`src/rtl/uart_cmd_pkg.sv`:
```
// Shared constants and types for the screen-write command UART link.
// Frame layout: column, row, ASCII char, newline.
package uart_cmd_pkg;

  localparam logic [7:0]  CMD_NEWLINE     = 8'h0A;
  localparam int unsigned CMD_FRAME_BYTES = 4;
  localparam int unsigned NCOL            = 80;
  localparam int unsigned NROW            = 30;

  typedef enum logic [1:0] {
    StIdle,
    StStart,
    StData,
    StStop
  } tx_state_e;

  function automatic int unsigned clks_per_bit(input int unsigned clk_freq,
                                               input int unsigned baud);
    return clk_freq / baud;
  endfunction

endpackage

```
`src/rtl/uart_tx_byte.sv`:
```
// 8N1 byte serialiser. A start pulse is honoured in any state, so the next byte
// can begin on the last stop-bit cycle (flagged by done) with no idle gap.
module uart_tx_byte
  import uart_cmd_pkg::*;
#(
  parameter int unsigned CLKS_PER_BIT = 217
) (
  input  logic       clk,
  input  logic       rst,
  input  logic       start,
  input  logic [7:0] data,
  output logic       tx,
  output logic       done
);

  localparam int unsigned CW = (CLKS_PER_BIT > 1) ? $clog2(CLKS_PER_BIT) : 1;
  localparam logic [CW-1:0] BAUD_LAST = CW'(CLKS_PER_BIT - 1);

  tx_state_e     r_state;
  logic [CW-1:0] r_baud;
  logic [2:0]    r_bit;
  logic [7:0]    r_shift;
  logic          r_tx;
  logic          w_bit_end;

  assign w_bit_end = (r_baud == BAUD_LAST);
  assign done      = (r_state == StStop) && w_bit_end;
  assign tx        = r_tx;

  always_ff @(posedge clk) begin
    if (rst) begin
      r_state <= StIdle;
      r_baud  <= '0;
      r_bit   <= '0;
      r_shift <= '0;
      r_tx    <= 1'b1;
    end else if (start) begin
      r_state <= StStart;
      r_baud  <= '0;
      r_bit   <= '0;
      r_shift <= data;
      r_tx    <= 1'b0;
    end else begin
      unique case (r_state)
        StIdle: r_tx <= 1'b1;
        StStart: begin
          if (w_bit_end) begin
            r_baud  <= '0;
            r_state <= StData;
            r_tx    <= r_shift[0];
          end else begin
            r_baud <= r_baud + CW'(1);
          end
        end
        StData: begin
          if (w_bit_end) begin
            r_baud <= '0;
            if (r_bit == 3'd7) begin
              r_state <= StStop;
              r_tx    <= 1'b1;
            end else begin
              r_bit   <= r_bit + 3'd1;
              r_shift <= r_shift >> 1;
              r_tx    <= r_shift[1];
            end
          end else begin
            r_baud <= r_baud + CW'(1);
          end
        end
        StStop: begin
          if (w_bit_end) begin
            r_baud  <= '0;
            r_state <= StIdle;
          end else begin
            r_baud <= r_baud + CW'(1);
          end
        end
      endcase
    end
  end

endmodule

```
`src/rtl/uart_cmd_tx.sv`:
```
// Screen-write command transmitter: accepts one (col, row, char) command per
// valid/ready handshake and sends it as four back-to-back 8N1 bytes.
module uart_cmd_tx
  import uart_cmd_pkg::*;
#(
  parameter int unsigned CLK_FREQ = 25000000,
  parameter int unsigned BAUD     = 115200
) (
  input  logic       clk,
  input  logic       rst,
  input  logic       req_valid,
  output logic       req_ready,
  input  logic [6:0] req_col,
  input  logic [4:0] req_row,
  input  logic [6:0] req_char,
  output logic       tx,
  output logic       busy
);

  localparam int unsigned CLKS_PER_BIT = clks_per_bit(CLK_FREQ, BAUD);
  localparam logic [1:0]  LAST_BYTE    = 2'(CMD_FRAME_BYTES - 1);

  logic       r_idle;
  logic       r_busy;
  logic [1:0] r_byte_idx;
  logic [6:0] r_col;
  logic [4:0] r_row;
  logic [6:0] r_char;

  logic       w_accept;
  logic       w_done;
  logic       w_last;
  logic       w_next;
  logic       w_start;
  logic [1:0] w_sel;
  logic [7:0] w_data;

  assign w_accept  = req_valid && req_ready;
  assign w_last    = (r_byte_idx == LAST_BYTE);
  assign w_next    = w_done && !w_last;
  assign w_start   = w_accept || w_next;
  // Byte 0 goes out straight from the inputs on the accept edge.
  assign w_sel     = w_accept ? 2'd0 : r_byte_idx + 2'd1;
  assign req_ready = r_idle && !rst;
  assign busy      = r_busy;

  always_comb begin
    w_data = CMD_NEWLINE;
    case (w_sel)
      2'd0:    w_data = {1'b0, req_col};
      2'd1:    w_data = {3'b000, r_row};
      2'd2:    w_data = {1'b0, r_char};
      default: w_data = CMD_NEWLINE;
    endcase
  end

  always_ff @(posedge clk) begin
    if (rst) begin
      r_idle     <= 1'b1;
      r_busy     <= 1'b0;
      r_byte_idx <= '0;
      r_col      <= '0;
      r_row      <= '0;
      r_char     <= '0;
    end else if (w_accept) begin
      r_idle     <= 1'b0;
      r_busy     <= 1'b1;
      r_byte_idx <= '0;
      r_col      <= req_col;
      r_row      <= req_row;
      r_char     <= req_char;
    end else if (w_done) begin
      if (w_last) begin
        r_idle     <= 1'b1;
        r_busy     <= 1'b0;
        r_byte_idx <= '0;
      end else begin
        r_byte_idx <= r_byte_idx + 2'd1;
      end
    end
  end

  uart_tx_byte #(
    .CLKS_PER_BIT(CLKS_PER_BIT)
  ) u_byte (
    .clk  (clk),
    .rst  (rst),
    .start(w_start),
    .data (w_data),
    .tx   (tx),
    .done (w_done)
  );

endmodule

```
`config.mk`:
```
export PLATFORM = sky130hd
export DESIGN_NAME = uart_cmd_tx
export DESIGN_NICKNAME = d
export VERILOG_FILES = /design/src/rtl/uart_cmd_pkg.sv /design/src/rtl/uart_tx_byte.sv /design/src/rtl/uart_cmd_tx.sv
export SDC_FILE = /design/constraint.sdc
export NUM_CORES = 1
export LEC_CHECK = 0
export ABC_AREA = 1
export ABC_CLOCK_PERIOD_IN_PS = 1700
export CORE_UTILIZATION = 57
export CTS_BUF_LIST = sky130_fd_sc_hd__clkbuf_8
export DETAILED_ROUTE_END_ITERATION = 8
export PLACE_DENSITY = 0.93
export SLEW_MARGIN = 20
export SYNTH_ARGS = -nofsm -noshare
export SYNTH_HDL_FRONTEND = slang
export SYNTH_SLANG_ARGS = --single-unit
```
`constraint.sdc`:
```
create_clock -name clk -period 1.7 [get_ports clk]
set_input_delay 0.17 -clock clk [delete_from_list [all_inputs] [get_ports clk]]
set_output_delay 0.17 -clock clk [all_outputs]
set_load 0.02 [all_outputs]
```
==> flow_summary.ini <==
[placed_design]
gp_congestion = 0.8372
io_buffers = 24
dpl.hpwl_um = 3148
dp_cells = 319

[timing]
finalSetupTns_ns = 0
slew_viol_final = 0
finalCritPeriodShare = 0.9696
fin_worst_skew_ns = 0.004138
slew_headroom = 0.7165
fmax_mhz = 606.7
final-setup-viol-count = 0
worst_slew_pin_slew_ns = 0.4220
hold_viol = 0
period_minus_slack_ns = 1.648

[yosys]
synth_area_mm2 = 0.001947
synth_cell_types = 31
synth_fp_nets = 280
ys_seq_area_frac = 0.3805
synth.avg_cell_area_um2 = 7.850
yosysWarnings = 0
netlist_instances = 248
ys_ff_latch = 37

[floorplan]
initial_utilization = 0.6175
rows = 20
core_region_area_mm2 = 0.003153
die_h_um = 60.44
die_area_mm2 = 0.003653
io_pins = 25
die_x_um = 60.44

[critical_path]
path_depth = 6
cp-start-kind = flip-flop
critPathSlowestCell = nor3_1
endpoint_kind = flip-flop
reg2reg_from = u_byte.r_state[1]
critPathBufInv = 1
cpPeakStageDelay_ns = 0.40
crit_start = u_byte.r_state[1]
timing.rr.end = u_byte.r_baud[7]
r2r_slack_ns = 0.05
path_cells = inv_1 > ha_1 > nor3_1 > nand4_1 > xor2_1 > nor2_1
endpoint = u_byte.r_baud[7]
crit_type = reg2reg
r2r_cells = 6
critical_path_arrival_ns = 1.82
path_delay_family = simple AND/OR/NAND/NOR gates
crit_fanout = 4
worstPathRequired_ns = 1.87

[drt]
dr_total_vias = 1829
first_pass_iters = 4
drtAntennaViolNets = 0
viasPerCell = 5.492
routed_wl_um = 4461
drtIter0Drc = 89
wl_per_cell_um = 13.40
drc = 0

[grt]
grt_pass1_wl_um = 7251
grt-ovfl-total = 0
track_usage = 0.2695
grt_max_degree = 15
grt_pass1_vias = 1754
antenna_found_initial = 0

[min_path]
worstHoldStart = req_char[5]
worstHoldPathType = in2reg

[power_and_ir_drop]
vdd_ir_drop_max_v = 0.0005942
pwr_density_cell_mw_per_mm2 = 829.6
power_mw = 2.006
p_leak_nw = 1.068

[cts]
clk_path_buf_depth = 2
cts_tree = done
cts_root_buffer = clkbuf_8
clk_pin_slew_ns = 0.07
cts-buffers-inserted = 5
clock_sinks = 37
clkLatencyLatePin_ns = 0.29
hold_buffers = 0
htree_levels = 2

[layout]
antenna_cells = 0
fin_nets = 320
drive_gt1_frac = 0.1730
area_growth_pct = 24.23
final_cells = 333
layout_commonest_cell = nand2_1
final_cell_mix = 42 x nand2_1, 36 x dfxtp_1, 31 x inv_1

[flow_run]
maxCapViolations = 0

[outcome]
status = finished clean
timing repair:
item	4_1_cts	5_1_grt
gates cloned	0	1
setup endpoints to repair	1	19
resized for setup	0	10
buffers inserted	2	3
pin swaps	2	3
hold endpoints to repair	0	0
cells by family (layout without fill, tap and decap cells):
logic type / after synthesis / in the layout / synth area share
DFF: 37 / 37 / 0.3805
adders and majority gates: 10 / 10 / 0.06427
and+or+nand+nor: 106 / 107 / 0.2841
buffers and inverters: 45 / 85 / 0.1015
AOI/OAI and AO/OA: 43 / 43 / 0.1382
xor gates and xnor gates: 7 / 7 / 0.03149
worst register-to-register path, stage by stage (launching register included):
cell and delay [ns]:
dfxtp_1 0.38, inv_1 0.10, ha_1 0.23, nor3_1 0.40
nand4_1 0.16, xor2_1 0.20, nor2_1 0.07
area by class of cell:
type	count	area, µm²
Clock buffer	5	68.82
Timing Repair Buffer	40	360.3
Clock inverter	3	17.52
Inverter	37	138.9
Fill cell	223	734.5
Multi-Input combinational cell	167	1036
Tap cell	44	55.05
Sequential cell	37	742.0
power breakdown:
part	internal [mW]	leakage, nW	switching (mW)
clock network	0.283	0.0439	0.315
registers	0.928	0.303	0.0416
logic	0.197	0.721	0.241
per-layer routing:
metal,global-route usage,share of wire
met1,0.3236,0.43
met2,0.4317,0.49
met3,0.08742,0.048
met4,0.1396,0.027
met5,0,0
state kept, by name, indices dropped and copies added (netlist names):
| register | flops |
|---|---|
| r_char | 7 |
| busy | 1 |
| u_byte.r_baud | 8 |
| r_byte_idx | 2 |
| u_byte.r_state | 2 |
| r_idle | 1 |
| r_row | 5 |
| u_byte.tx | 1 |
| u_byte.r_bit | 3 |
| u_byte.r_shift | 7 |
cells in the mapped netlist:
library cell  instances  share of area
nand2_1              44          0.085
dfxtp_1              37           0.38
inv_1                33          0.064
nor2_1               18          0.035
nand3_1              16          0.041
nand4_1              16          0.051
o21ai_0              13          0.033
a21oi_1              12          0.031
ha_1                 10          0.064
a22o_1                9          0.040
xor2_1                5          0.022
inv_2                 4         0.0077
buf_4                 3          0.012
o21ai_2               3          0.013
buf_2                 2         0.0051
buf_6                 2          0.012
nand2_2               2         0.0064
nand3_2               2          0.010
nor2_4                2          0.012
o211ai_1              2         0.0077
o21ai_1               2         0.0051
xnor2_1               2         0.0090
a211oi_1              1         0.0039
a31oi_1               1         0.0032
clkbuf_1              1         0.0019
nand2_4               1         0.0058
nand3_4               1         0.0090
nand4_4               1          0.011
nor2_8                1          0.010
nor3_1                1         0.0026
nor3_2                1         0.0051
worst min path at each step:
stage | end | slack, ns | cells after the start
floorplan | u_byte.r_shift[6] | 0.24 | 1
detailed placement | r_byte_idx[1] | 0.45 | 2
global route | r_char[4] | 0.48 | 2
CTS | r_char[5] | 0.44 | 3
finish | r_char[5] | 0.44 | 3
global placement | r_byte_idx[1] | 0.44 | 2
per-stage QoR:
step	hold slack, ns	utilization	setup WS [ns]	area [µm²]
detailed placement	0.4488	0.7187	0.005931	2266
global route	0.4786	0.7671	-0.04935	2419
CTS	0.4434	0.7508	0.03066	2367
global placement	0.4395	0.7187	0.07603	2266
finish	0.4405	0.7671	0.05169	2419
floorplan	0.2391	-	0.2182	1947
(Power assumes the default switching activity.)
